==> config.mk <==
export PLATFORM = sky130hd
export DESIGN_NAME = tx_skp_inserter
export DESIGN_NICKNAME = d
export VERILOG_FILES = /design/src/rtl/usb3_tx_pkg.sv /design/src/rtl/tx_skp_inserter.sv
export SDC_FILE = /design/constraint.sdc
export NUM_CORES = 1
export LEC_CHECK = 0
export BUFFER_PORTS_ARGS = -buffer_cell sky130_fd_sc_hd__buf_2
export CORE_MARGIN = 4
export CORE_UTILIZATION = 40
export CTS_BUF_LIST = sky130_fd_sc_hd__clkbuf_8
export DETAILED_ROUTE_END_ITERATION = 10
export HOLD_SLACK_MARGIN = 0.08
export PLACE_DENSITY_LB_ADDON = 0.12
export SYNTH_ARGS = -nofsm -noshare
export SYNTH_HDL_FRONTEND = slang
export SYNTH_SLANG_ARGS = --single-unit
==> constraint.sdc <==
create_clock -name clk -period 1.8 [get_ports clk]
set_input_delay 0.09 -clock clk [delete_from_list [all_inputs] [get_ports clk]]
set_output_delay 0.09 -clock clk [all_outputs]
set_load 0.02 [all_outputs]
==> src/rtl/usb3_tx_pkg.sv <==
// Shared definitions for the USB3 PHY transmit path.
//
// Contents:
//   K28_5, K28_1, IDLE_BYTE : symbol byte values
//   tx_state_e              : symbol-generator state
//   sym_t                   : one registered output symbol (byte + flags)
//   SYM_OFF/IDLE/SKP/COM    : canned symbols used by the generator
package usb3_tx_pkg;

    localparam logic [7:0] K28_5     = 8'hBC;  // COM
    localparam logic [7:0] K28_1     = 8'h3C;  // SKP
    localparam logic [7:0] IDLE_BYTE = 8'h00;  // logical idle, D0.0

    typedef enum logic [1:0] {
        ST_OFF,
        ST_DATA,
        ST_SKP
    } tx_state_e;

    typedef struct packed {
        logic [7:0] data;
        logic       is_control;
        logic       com;
        logic       valid;
        logic       skp_active;
    } sym_t;

    localparam sym_t SYM_OFF  = '{data: IDLE_BYTE, is_control: 1'b0, com: 1'b0, valid: 1'b0, skp_active: 1'b0};
    localparam sym_t SYM_IDLE = '{data: IDLE_BYTE, is_control: 1'b0, com: 1'b0, valid: 1'b1, skp_active: 1'b0};
    localparam sym_t SYM_SKP  = '{data: K28_1,     is_control: 1'b1, com: 1'b0, valid: 1'b1, skp_active: 1'b1};
    localparam sym_t SYM_COM  = '{data: K28_5,     is_control: 1'b1, com: 1'b1, valid: 1'b1, skp_active: 1'b1};

endpackage

==> src/rtl/tx_skp_inserter.sv <==
// SKP ordered-set inserter for the PHY transmit path.
//
// Turns the link-layer valid/ready byte stream into a gap-free stream of one
// symbol per clock for the scrambler/8b10b stage. Gaps are filled with logical
// idle; every SKP_INTERVAL non-SKP symbols a SKP ordered set is sent while
// upstream is stalled.
//
// Optional feature (macro SKP_COM_PREFIX_EN): each SKP set is preceded by one
// COM symbol, making the set 1+SKP_LEN symbols long.
//
// Ports:
//   clk, rst        : clock, synchronous active-high reset
//   tx_en           : enable symbol generation
//   up_data/up_k    : upstream byte and its K flag
//   up_valid        : upstream byte valid
//   up_ready        : byte accepted this cycle (combinational)
//   tx_data         : registered output symbol byte
//   tx_is_control   : output symbol is a K symbol
//   tx_com          : output symbol is COM (resets scrambler LFSR)
//   tx_valid        : output symbol valid
//   skp_active      : output symbol belongs to a SKP set
module tx_skp_inserter
    import usb3_tx_pkg::*;
#(
    parameter int SKP_INTERVAL = 354,
    parameter int SKP_LEN      = 2
) (
    input  logic       clk,
    input  logic       rst,
    input  logic       tx_en,
    input  logic [7:0] up_data,
    input  logic       up_k,
    input  logic       up_valid,
    output logic       up_ready,
    output logic [7:0] tx_data,
    output logic       tx_is_control,
    output logic       tx_com,
    output logic       tx_valid,
    output logic       skp_active
);

    localparam int CNT_W = $clog2(SKP_INTERVAL + 1);
    localparam int IDX_W = (SKP_LEN > 1) ? $clog2(SKP_LEN) : 1;
    localparam logic [CNT_W-1:0] CNT_MAX  = CNT_W'(SKP_INTERVAL);
    localparam logic [IDX_W-1:0] IDX_LAST = IDX_W'(SKP_LEN - 1);

    tx_state_e        state_q, state_d;
    logic [CNT_W-1:0] sym_cnt_q, sym_cnt_d;
    logic [IDX_W-1:0] skp_idx_q, skp_idx_d;
    sym_t             sym_q, sym_d;
    logic             transfer;

    // Upstream is stalled for the whole SKP set, including the DATA cycle
    // that launches it (sym_cnt == SKP_INTERVAL).
    assign up_ready = !rst && tx_en && (state_q == ST_DATA) && (sym_cnt_q != CNT_MAX);
    assign transfer = up_valid && up_ready;

    always_comb begin
        // NOTE: every signal driven here gets a default first, so no path
        // leaves one unassigned and no latch is inferred.
        state_d   = state_q;
        sym_cnt_d = sym_cnt_q;
        skp_idx_d = skp_idx_q;
        sym_d     = SYM_OFF;

        unique case (state_q)
            ST_OFF: begin
                if (tx_en) state_d = ST_DATA;
            end

            ST_DATA: begin
                if (!tx_en) begin
                    state_d = ST_OFF;
                end else if (sym_cnt_q == CNT_MAX) begin
                    sym_cnt_d = '0;
`ifdef SKP_COM_PREFIX_EN
                    // COM goes out here; all SKP_LEN K28.1 symbols follow.
                    sym_d     = SYM_COM;
                    state_d   = ST_SKP;
                    skp_idx_d = '0;
`else
                    // First K28.1 goes out here; a one-symbol set is done.
                    sym_d = SYM_SKP;
                    if (SKP_LEN == 1) begin
                        state_d = ST_DATA;
                    end else begin
                        state_d   = ST_SKP;
                        skp_idx_d = IDX_W'(1);
                    end
`endif
                end else if (transfer) begin
                    sym_d.data       = up_data;
                    sym_d.is_control = up_k;
                    sym_d.com        = up_k && (up_data == K28_5);
                    sym_d.valid      = 1'b1;
                    sym_d.skp_active = 1'b0;
                    sym_cnt_d        = sym_cnt_q + CNT_W'(1);
                end else begin
                    sym_d     = SYM_IDLE;
                    sym_cnt_d = sym_cnt_q + CNT_W'(1);
                end
            end

            ST_SKP: begin
                // tx_en is deliberately ignored: a started set always completes.
                sym_d = SYM_SKP;
                if (skp_idx_q == IDX_LAST) begin
                    state_d = ST_DATA;
                end else begin
                    skp_idx_d = skp_idx_q + IDX_W'(1);
                end
            end

            default: state_d = ST_OFF;
        endcase
    end

    always_ff @(posedge clk) begin
        // NOTE: non-blocking assignments keep every register updating from
        // the same pre-edge values, independent of statement order.
        if (rst) begin
            state_q   <= ST_OFF;
            sym_cnt_q <= '0;
            skp_idx_q <= '0;
            sym_q     <= SYM_OFF;
        end else begin
            state_q   <= state_d;
            sym_cnt_q <= sym_cnt_d;
            skp_idx_q <= skp_idx_d;
            sym_q     <= sym_d;
        end
    end

    assign tx_data       = sym_q.data;
    assign tx_is_control = sym_q.is_control;
    assign tx_com        = sym_q.com;
    assign tx_valid      = sym_q.valid;
    assign skp_active    = sym_q.skp_active;

endmodule

Word level (Yosys, flattened, before mapping)

Index checks and enable logic that the tools add are counted.

Output and inout bits: 13
Bits in registers: 24
Word-level logic and storage cells: 45
Input port bits: 13

Eq/ne operators: 10
Add/subtract/negate cells: 2
Reductions and logical operators: 11
Mux-type cells: 14

Operators with widths:

| cell                | count |
|---|---|
| $mux 12             | 3 |
| $pmux 12 s2         | 1 |
| $add 9x1->9 const B | 1 |
| $eq 9x9->1 const B  | 1 |
| $mux 9              | 1 |
| $ne 9x9->1 const B  | 1 |
| $eq 8x8->1 const B  | 1 |
| $mux 2              | 4 |
| $ne 2x2->1 const B  | 3 |
| $pmux 2 s3          | 1 |
| $reduce_and 3->1    | 2 |
| $logic_and 1x1->1   | 5 |
| $mux 1              | 3 |
| $ne 3x2->1 const B  | 1 |
| $eq 2x1->1 const B  | 1 |
| $eq 2x2->1 const B  | 1 |
| $logic_not 2->1     | 1 |
| $ne 2x1->1 const B  | 1 |
| $pmux 1 s2          | 1 |
| $reduce_and 2->1    | 1 |
| $reduce_bool 2->1   | 1 |
| $add 1x1->1 const B | 1 |
| $logic_not 1->1     | 1 |

Depth between registers and ports, before layout

Gate-level depths: netlist of run 1.

Word-level depth: 9
Gate-level depth with buffers: 7

Least setup slack after synthesis of run 1

Ideal clock, no wire load.

Path type: register to register
From: register sym_cnt_q[2]
To: register sym_cnt_q[0]
Slack: 276 ps
Stages on the path, launching flop included: 5
Data arrival time: 1,403 ps
Path buffers: 0
Clock period less this slack: 1,524 ps
Cell sequence: dfxtp_1 or4b_4 or2_4 o21ai_2 nor2_1

Longest elaborated chain between the ends: 2

RTL lines:

| element                  | line                   | source |
|---|---|---|
| start: declaration       | tx_skp_inserter.sv:48  | `logic [CNT_W-1:0] sym_cnt_q, sym_cnt_d;` |
| start signal: assignment | tx_skp_inserter.sv:128 | `sym_cnt_q <= sym_cnt_d;` |
| $eq 9x9->1               | tx_skp_inserter.sv:74  | `end else if (sym_cnt_q == CNT_MAX) begin` |
| $mux 9                   | tx_skp_inserter.sv:74  |  |

No other way between the ends.
A chain may end at the register's enable or synchronous reset.

Final worst setup path of run 1

From: register sym_cnt_q[4]
To: output up_ready

Longest elaborated chain between the ends: 2

RTL lines:

| element           | line                  | source |
|---|---|---|
| $ne 9x9->1        | tx_skp_inserter.sv:55 | `assign up_ready = !rst && tx_en && (state_q == ST_DATA) && (sym_cnt_q != CNT_MAX);` |
| $logic_and 1x1->1 | tx_skp_inserter.sv:55 |  |
| end: declaration  | tx_skp_inserter.sv:34 | `output logic up_ready,` |

No other way between the ends.

==> impl_results.md, run 1 <==
- Die Wd: ~60 µm
- Post-synth EDFFs: 0
- Net count after synthesis: 132
- Worst vdd ir: about 0.56 mV
- WP data required: about 1700 ps
- Starting Density: 42.7%
- CTS max path bufs: 2
- Worst-margin pin slew: 418 ps
- Final core area utilization: between 50% and 60%
- First-pass GRT wire length: 4030 µm
- # nets final: 170
- Critical path startpoint category: flop
- Routability Congestion: between 0.7 and 0.8
- Fraction of layout cells with a size suffix above 1: 30.0%
- Fin. Hold Viols: 0
- Seq/Total Area, Yosys: 45.0%
- Clk_lat worst skew: 260 ps
- Antenna cells: 0
- RSZ-0062 raised after global routing: true
- GRT overflow: 0
- CTS Sinks: 24
- Post-Syn Area: 0.00107 mm²
- Setup crit end kind: output port
- DIE HEIGHT: 59.7 µm
- Syn_area_per_cell: about 9.4 µm²
- Rel. slew slack: 72.1%
- Port buffer count: 25
- WP data arrival: approximately 1600 ps
- Max_cap viols: 0
- Area delta synth->final: 29.1%
- Async S/R FF share, synth: 0%
- Pwr Total: ~1.0 mW
- # rows: 18
- Via Count: 918
- Yosys cell types: 37
- Iteration-0 DRC Markers: 27
- Core box area: around 0.0025 mm²
- HP Class: in -> reg
- Initial antenna violation count: 0
- Cts bufs inserted: 3
- Clk root buf: clkbuf_8
- Worst-path maximum fanout: 5
- Number of synthesized register bits: 24
- Yosys warning total: 0
- H-Tree Depth: 1
- Final WL: 2400 µm
- Final Hold Slack: 103 ps
- Period Utilization, post-route: between 90 and 100%
- Clock-pin slew on the worst setup and hold paths: 80 ps
- Fill count: 245
- Vias in the first global route: ~900
- Power Density: roughly 750 mW/mm²
- I/O pin count: 26
- WL/cell: around 13 µm
- Post-synthesis cell count: 113
- Most used DFF post-synth: dfxtp_1
- Status: complete, no violations
- CTS tree: yes
- DRT Pass-1 Iters: 4
- Crit path kind: reg -> out
- Max Fclk: a little under 600 MHz
- Largest net degree at the start of global routing: 14
- Tmin final: between 1500 and 2000 ps
- Max-slew violation count: 0
- GR Util All Layers: 15.1%
- ANT nets after route: 0
- Post-DP HPWL: approximately 1700 µm
- Final setup fails: 0
- Leakage: 0.615 nW
- Final Skew: 1.91 ps
- Die Area: 0.00356 mm²
- DR vias/cell: 5.10
- Drt drc: 0
critical path, cell delays in order, from the launching register on:
cell	delay [ps]
dfxtp_2	330
or4b_4	580
o21ai_4	250
nor2_1	60
buf_4	160
registers in the layout, indices dropped and copies added (netlist names):
name and flops:
skp_active 1, state_q 2, tx_is_control 1, tx_com 1, tx_data 8, sym_cnt_q 9, tx_valid 1, skp_idx_q 1
power by group:
group          internal, mW  switching [mW]
clock network         0.195           0.161
registers             0.540         0.00830
logic                0.0574          0.0735
total                 0.793           0.243
final timing paths:
check | end | cells after the start | from | slack [ps]
max reg2reg | tx_data[4]$_SDFF_PP0_ | 6 | state_q[1]$_SDFFE_PP0P_ | 130
min reg2reg | skp_idx_q$_SDFFE_PP0P_ | 2 | skp_idx_q$_SDFFE_PP0P_ | 490
max | up_ready | 4 | sym_cnt_q[4]$_SDFFE_PP0P_ | 70
min | tx_data[7]$_SDFF_PP0_ | 2 | up_valid | 100
layout make-up:
class                      count  area, µm²  share of cell area (%)
tap                           30       37.5                    2.72
timing repair buffer          35        223                    16.2
inverter                       6       22.5                    1.63
clock buffer                   4       55.1                    4.00
multi-input combinational     81        557                    40.4
sequential                    24        483                    35.1
cell usage after synthesis, drive strengths merged, types with 2 or more instances:
master	number	area share, %
and4	2	1.6
inv	6	2.1
nand3	2	0.94
and2	4	2.3
xnor2	3	2.5
a21oi	2	0.94
xor2	2	1.6
nor3	5	2.3
o21ai	5	3.8
o21a	2	1.5
a21o	4	3.3
nor2	17	6.0
dfxtp	24	45
nand2	7	2.5
ha	6	7.0
a22oi	2	1.4
nand4	3	1.8
cells by family (layout without fill, tap and decap cells):
| logic type | Yosys count | in the layout | synth area share, % |
|---|---|---|---|
| XOR/XNOR | 5 | 5 | 4.10 |
| adder cells (fa/ha/maj) | 6 | 6 | 7.03 |
| AO/OA/AOI/OAI | 21 | 21 | 16.5 |
| buffers and inverters | 8 | 45 | 2.93 |
| flip-flops | 24 | 24 | 45.0 |
| AND/OR/NAND/NOR | 49 | 49 | 24.4 |
routing by layer:
layer  up-vias  track usage, %  wire length (µm)
met5         -               0                 0
met1       416            18.5              1040
met3         6            4.10               102
met4         0            5.70                43
li1        467               -                 -
met2        29            25.0              1220
stage by stage:
step                std cells  TNS, ps  setup slack (ps)  area [µm²]
global route              180    -41.6             -14.0        1380
CTS                       179        0              50.8        1370
detailed placement        167        0              43.3        1230
floorplan                 113        0               276        1070
finish                    180        0              70.0        1380
global placement          167        0              87.8        1230
cell usage in the layout, fill, tap and decap left out, drive strengths merged, types with 2 or more instances in the layout:
master / instances
dlygate4sd3: 8
dfxtp: 24
o21ai: 5
nand2: 7
and4: 2
nand3: 2
a21o: 4
o21a: 2
nand4: 3
a21oi: 2
buf: 27
inv: 6
clkbuf: 4
xor2: 2
and2: 4
nor3: 5
ha: 6
a22oi: 2
nor2: 17
xnor2: 3
repair_timing:
item	in CTS	in global routing
setup buffers	0	1
setup endpoints to repair	1	5
pin swaps	0	2
gates cloned	0	0
hold endpoints to repair	8	0
gates resized for setup	1	3
hold buffers	8	0
Power figures use the tool's default switching activity.
==> inputs of run 2 (changes only) <==
--- a/config.mk
+++ b/config.mk
@@ -5,11 +5,10 @@
 export SDC_FILE = /design/constraint.sdc
 export NUM_CORES = 1
 export LEC_CHECK = 0
-export BUFFER_PORTS_ARGS = -buffer_cell sky130_fd_sc_hd__buf_2
-export CORE_MARGIN = 4
 export CORE_UTILIZATION = 40
 export CTS_BUF_LIST = sky130_fd_sc_hd__clkbuf_8
 export DETAILED_ROUTE_END_ITERATION = 10
+export DONT_BUFFER_PORTS = 1
 export HOLD_SLACK_MARGIN = 0.08
 export PLACE_DENSITY_LB_ADDON = 0.12
 export SYNTH_ARGS = -nofsm -noshare
==> run 2 against run 1 <==
Critical path depth rose by 1. Via count shrank 9.3%. Power grew 9.5%. Global-route usage is 2.3 points higher. Final area shrank 5.5%. Setup slack improved by 58 ps. Cell count shrank 12%. Clock skew is 2.8 ps higher. Count of clock-buffer cells in the layout shrank 1.
==> impl_results.md, run 2 (same netlist as run 1, synthesis figures left out) <==
- Worst-margin pin slew: 392 ps (-25.9 ps)
- Clk_lat worst skew: 260 ps (about the same)
- Fin. Hold Viols: 0 (unchanged)
- Rel. slew slack: 73.8% (+1.7 points)
- Clk root buf: clkbuf_8
- Final setup fails: 0 (unchanged)
- Tmin final: 1670 ps (-57.9 ps)
- WP data arrival: 1580 ps (-60 ps)
- GRT overflow: 0 (unchanged)
- Cts bufs inserted: 3 (unchanged)
- Power Density: 871 mW/mm² (+16%)
- DRT Pass-1 Iters: 4 (unchanged)
- Port buffer count: 0 (-100%)
- # rows: 18 (unchanged)
- DR vias/cell: 5.27 (+3.4%)
- RSZ-0062 raised after global routing: false
- Postcts setup bufs: 0 (unchanged)
- ANT nets after route: 0 (unchanged)
- WL/cell: 14.1 µm (+5.8%)
- Via Count: 833 (-9.3%)
- Routability Congestion: 0.766 (-3.3%)
- Largest net degree at the start of global routing: 15 (+1)
- Iteration-0 DRC Markers: 18 (-33%)
- Initial antenna violation count: 0 (unchanged)
- Drt drc: 0 (unchanged)
- Fin Setup TNS: 0 ps (unchanged)
- Die Area: 0.00288 mm² (-19%)
- GR Util All Layers: 17.3% (+2.3 points)
- Largest Register: sym_cnt_q
- Internal Power: 0.889 mW (+12%)
- Max Fclk: 598 MHz (+3.5%)
- Setup crit end kind: output port
- Vias in the first global route: 820 (-8.8%)
- Leakage: 0.513 nW (-16%)
- Most common cell after layout, fill and taps aside: dfxtp_1
- Worst vdd ir: 0.942 mV (+67%)
- Most frequent cells in the layout: 24 x dfxtp_1, 15 x nor2_1, 11 x dlygate4sd3_1
- Clock-pin slew on the worst setup and hold paths: 90 ps (about the same)
- I/O pin count: 26 (unchanged)
- WP data required: 1710 ps (about the same)
- DIE HEIGHT: 53.7 µm (-10%)
- Area delta synth->final: 21.9%
- CTS max path bufs: 2 (unchanged)
- Final WL: 2230 µm (-7.1%)
- Max reg flops: 9 (unchanged)
- Post-DP HPWL: 1550 µm (-9.7%)
- H-Tree Depth: 1 (unchanged)
- Combinational share of power: 10.1% (-2.5 points)
- Sw power: 0.245 mW (+0.95%)
- Fill count: 228 (-6.9%)
- Clock network power share: 41.1% (+6.7 points)
- # nets final: 148 (-13%)
- CTS Sinks: 24 (unchanged)
- Starting Density: 42.7% (unchanged)
- Die Wd: 53.7 µm (-10%)
- Switch share: 21.6% (-1.8 points)
- Status: complete, no violations
- Core box area: 0.00250 mm² (unchanged)
- Crit path kind: reg -> out
- First-pass GRT wire length: 3560 µm (-12%)
- Critical path startpoint category: flop
- HP Class: in -> reg
- Fraction of layout cells with a size suffix above 1: 16.4% (-14 points)
- Final core area utilization: 52.1% (-3.1 points)
- Max_cap viols: 0 (unchanged)
- CTS tree: yes
- Max-slew violation count: 0 (unchanged)
- Reg power frac: 48.7% (-4.3 points)
- Period Utilization, post-route: 92.9% (-3.2 points)
- Worst-path maximum fanout: 7 (+2)
- Antenna cells: 0 (unchanged)
- Final Skew: 4.73 ps (+2.82 ps)
## run 2: cell types whose count changed in the layout (fill, tap and decap cells not counted), sizes merged
cell and delta:
buf -25, dlygate4sd3 +3, bufinv +1, clkbuf -1
## run 2: stage by stage
step / total power [mW] / instance area, µm² / setup WS, ps / instances / hold WS [ps]
after floorplan: 0.636 / 1070 / 276 / 113 / 208
after global placement: 0.652 / 1110 / 86.8 / 143 / 162
after CTS: 1.15 / 1290 / 29.7 / 158 / 115
final: 1.13 / 1300 / 128 / 158 / 135
after detailed placement: 0.653 / 1110 / 63.5 / 143 / 163
after global routing: 1.18 / 1300 / 13.1 / 158 / 125
## run 2: layout make-up
cell class              count  area (µm²)  share of cell area, %
clock inverters             1        30.0                   2.31
flip-flops and latches     24         480                   36.9
repair buffers             13         125                   9.62
multi-input cells          81         564                   43.4
clock buffers               3        41.3                   3.17
well taps                  30        37.5                   2.88
inverters                   6        22.5                   1.73
## run 2: metal layers
metal,vias to the layer above,global-route usage (%),share of wire [%]
met4,0,6.14,0.58
met1,388,21.7,47
met2,18,28.3,49
met5,-,0,0
li1,425,-,-
met3,2,4.80,3.5
## run 2: worst max-delay path: stages (launching register included)
cell and delay (ps):
dfxtp_1 350, inv_1 80, ha_1 260, and2_2 290, o21ai_4 110, nor2_2 220
## run 2: final timing paths
kind	start	to	slack, ps	cells past startpoint
worst max-delay path	state_q[1]$_SDFFE_PP0P_	up_ready	130	5
worst min-delay path	rst	tx_is_control$_SDFF_PP0_	140	2
worst max register to register	state_q[1]$_SDFFE_PP0P_	sym_cnt_q[3]$_SDFFE_PP0P_	160	6
worst min register to register	skp_idx_q$_SDFFE_PP0P_	skp_idx_q$_SDFFE_PP0P_	490	2
## run 2: power by group through the flow
stage | registers, mW | logic (mW) | clock network [mW]
floorplan | 0.563 | 0.0736 | 0
global placement | 0.565 | 0.0874 | 0
detailed placement | 0.565 | 0.0882 | 0
CTS | 0.552 | 0.111 | 0.485
global route | 0.554 | 0.128 | 0.503
finish | 0.553 | 0.115 | 0.467
## run 2: what timing repair did
item | CTS | global route
hold endpoints to repair | 21 | 0
gates resized for setup | 1 | 3
hold buffers | 11 | 0
endpoints found under the setup margin | 1 | 10
==> inputs of run 3 (changes only) <==
--- a/config.mk
+++ b/config.mk
@@ -11,6 +11,7 @@
 export DONT_BUFFER_PORTS = 1
 export HOLD_SLACK_MARGIN = 0.08
 export PLACE_DENSITY_LB_ADDON = 0.12
+export SETUP_SLACK_MARGIN = 0.15
 export SYNTH_ARGS = -nofsm -noshare
 export SYNTH_HDL_FRONTEND = slang
 export SYNTH_SLANG_ARGS = --single-unit
==> run 3 against run 2 <==
Clock skew shrank 1.3 ps. Combinational power grew 10%. Sequential power is essentially flat. Routed wire length grew 2.0%. Non-clock buffer count is the same. Power grew 1.3%. Hold slack lost 1.7 ps. Critical path depth shrank 1. Die area is the same. Fmax grew 1.2%. Critical path type is now reg -> reg. Critical endpoint is now tx_data[5]$_SDFF_PP0_. Largest cell class unchanged.
==> impl_results.md, run 3 (same netlist as run 1, synthesis figures left out) <==
- Pwr Total: 1.15 mW (+1.3%)
- Fill count: 223 (-2.2%)
- Tmin final: 1650 ps (-20.2 ps)
- First-pass GRT wire length: 3560 µm (unchanged)
- Largest net degree at the start of global routing: 15 (unchanged)
- Setup crit end kind: flop
- Max reg flops: 9 (unchanged)
- Worst r2r dst: tx_data[5]$_SDFF_PP0_
- Initial antenna violation count: 0 (unchanged)
- H-Tree Depth: 1 (unchanged)
- Most frequent cells in the layout: 22 x dfxtp_1, 15 x nor2_1, 11 x dlygate4sd3_1
- # rows: 18 (unchanged)
- DR vias/cell: 5.41 (+2.5%)
- WL/cell: 14.4 µm (+2.0%)
- Antenna cells: 0 (unchanged)
- Iteration-0 DRC Markers: 20 (+2)
- Drt drc: 0 (unchanged)
- DIE HEIGHT: 53.7 µm (unchanged)
- DRT Pass-1 Iters: 4 (unchanged)
- CTS Sinks: 24 (unchanged)
- Rel. slew slack: 73.6% (-0.20 points)
- Most common cell after layout, fill and taps aside: dfxtp_1
- Final Skew: 3.41 ps (-1.32 ps)
- Die Area: 0.00288 mm² (unchanged)
- CP endpoint: tx_data[5]$_SDFF_PP0_
- Starting Density: 42.7% (unchanged)
- Area delta synth->final: 25.1%
- I/O pin count: 26 (unchanged)
- Post-DP HPWL: 1550 µm (unchanged)
- Reg2Reg Depth: 4 (-2)
- Reg-to-reg slack, setup: 150 ps (about the same)
- Worst-path maximum fanout: 7 (unchanged)
- CTS tree: yes
- CP bufs+invs: 0 (-1)
- GR Util All Layers: 17.3% (unchanged)
- Crit-path cells: or4b_4 > o21ai_4 > nor2_2 > a21o_2
- CTS max path bufs: 2 (unchanged)
- Via Count: 854 (+2.5%)
- Max-slew violation count: 0 (unchanged)
- Top delay family on crit path: simple AND/OR/NAND/NOR gates
- Max incr delay on CP: 560 ps (+210 ps)
- RSZ-0062 raised after global routing: true
- Die Wd: 53.7 µm (unchanged)
- Postcts setup bufs: 0 (unchanged)
- Max Fclk: 605 MHz (+1.2%)
- Max_cap viols: 0 (unchanged)
- Slowest CP cell: or4b_4
- Power Density: 860 mW/mm² (-1.3%)
- WP data required: 1970 ps (+260 ps)
- Port buffer count: 0 (unchanged)
- GRT overflow: 0 (unchanged)
- Multi-input logic area: 596 µm² (+5.5%)
- Period Utilization, post-route: 91.8% (-1.1 points)
- Final core area utilization: 53.4% (+1.4 points)
- Worst-margin pin slew: 395 ps (+2.95 ps)
- Vias in the first global route: 820 (unchanged)
- Core box area: 0.00250 mm² (unchanged)
- R2r startpoint: sym_cnt_q[2]$_SDFFE_PP0P_
- Worst vdd ir: 0.942 mV (about the same)
- Critical path startpoint category: flop
- Status: complete, no violations
- Fin. Hold Viols: 0 (unchanged)
- Clk root buf: clkbuf_8
- Clock-pin slew on the worst setup and hold paths: 80 ps (about the same)
- Crit path depth: 4 (-1)
- Final setup fails: 0 (unchanged)
- # nets final: 148 (unchanged)
- Largest Register: sym_cnt_q
- HP Class: in -> reg
- Leakage: 0.519 nW (+1.1%)
- Fraction of layout cells with a size suffix above 1: 19.5% (+3.1 points)
- ANT nets after route: 0 (unchanged)
- Clk_lat worst skew: 260 ps (about the same)
- Crit path kind: reg -> reg
- Setup crit start: sym_cnt_q[2]$_SDFFE_PP0P_
- Fin Setup TNS: 0 ps (unchanged)
- Cts bufs inserted: 3 (unchanged)
- Final Hold Slack: 134 ps (-1.66 ps)
- WP data arrival: 1820 ps (+240 ps)
- Final WL: 2270 µm (+2.0%)
- Register Area: 483 µm² (+0.52%)
- Routability Congestion: 0.766 (unchanged)
run 3: cell count changes in the layout (fill, tap and decap cells not counted):
| cell | previous run | this run |
|---|---|---|
| a22oi_1 | 2 | 1 |
| a22oi_2 | 0 | 1 |
| and2_2 | 1 | 0 |
| and2_4 | 0 | 1 |
| dfxtp_1 | 24 | 22 |
| dfxtp_2 | 0 | 2 |
| ha_1 | 6 | 5 |
| ha_4 | 0 | 1 |
| nor2_2 | 2 | 1 |
| nor2_4 | 0 | 1 |
| o21ai_2 | 1 | 0 |
| o21ai_4 | 1 | 2 |
run 3: repair_timing:
action	in CTS	in global routing
resized for setup	2	10
endpoints found under the hold margin	21	0
hold buffers	11	0
setup endpoints to repair	9	18
pin swaps	0	4
run 3: metal layers:
metal / vias up / track usage (%) / routed length [µm]
li1: 424 / - / -
met1: 404 / 21.7 / 1050
met2: 24 / 28.3 / 1120
met3: 2 / 4.80 / 85
met4: 0 / 6.14 / 13
met5: - / 0 / 0
run 3: worst min-delay path, delay by kind of cell:
kind                   cells  cell delay [ps]
and+or+nand+nor            1               90
AOI/OAI and AO/OA          2              140
buffers and inverters      1               40
run 3: per-stage QoR:
step                setup WS (ps)  instances  instance area (µm²)
floorplan                     276        113                 1070
global placement             86.8        143                 1110
detailed placement           63.5        143                 1110
CTS                           149        158                 1300
global route                  111        158                 1340
finish                        148        158                 1340
run 3: how the worst min path moves through the flow:
| stage | cells past startpoint | endpoint | start | slack (ps) |
|---|---|---|---|---|
| detailed placement | 1 | sym_cnt_q[3]$_SDFFE_PP0P_ | rst | 160 |
| finish | 4 | state_q[0]$_SDFFE_PP0P_ | tx_en | 130 |
| global route | 2 | tx_is_control$_SDFF_PP0_ | rst | 130 |
| global placement | 1 | sym_cnt_q[3]$_SDFFE_PP0P_ | rst | 160 |
| floorplan | 1 | tx_data[2]$_SDFF_PP0_ | up_data[2] | 210 |
| CTS | 2 | tx_is_control$_SDFF_PP0_ | rst | 110 |
run 3: report_power, final:
group          total (mW)  switching [mW]  internal [mW]
Clock               0.465           0.168          0.297
Sequential          0.556          0.0143          0.541
Combinational       0.127          0.0682         0.0592
Total                1.15           0.251          0.898
run 3: final cells by class:
class                           instances  share of cell area (%)
Clock buffer                            3                    3.09
Tap cell                               30                    2.81
Inverter                                6                    1.69
Sequential cell                        24                    36.2
Multi-Input combinational cell         81                    44.6
Clock inverter                          1                    2.25
Timing Repair Buffer                   13                    9.37
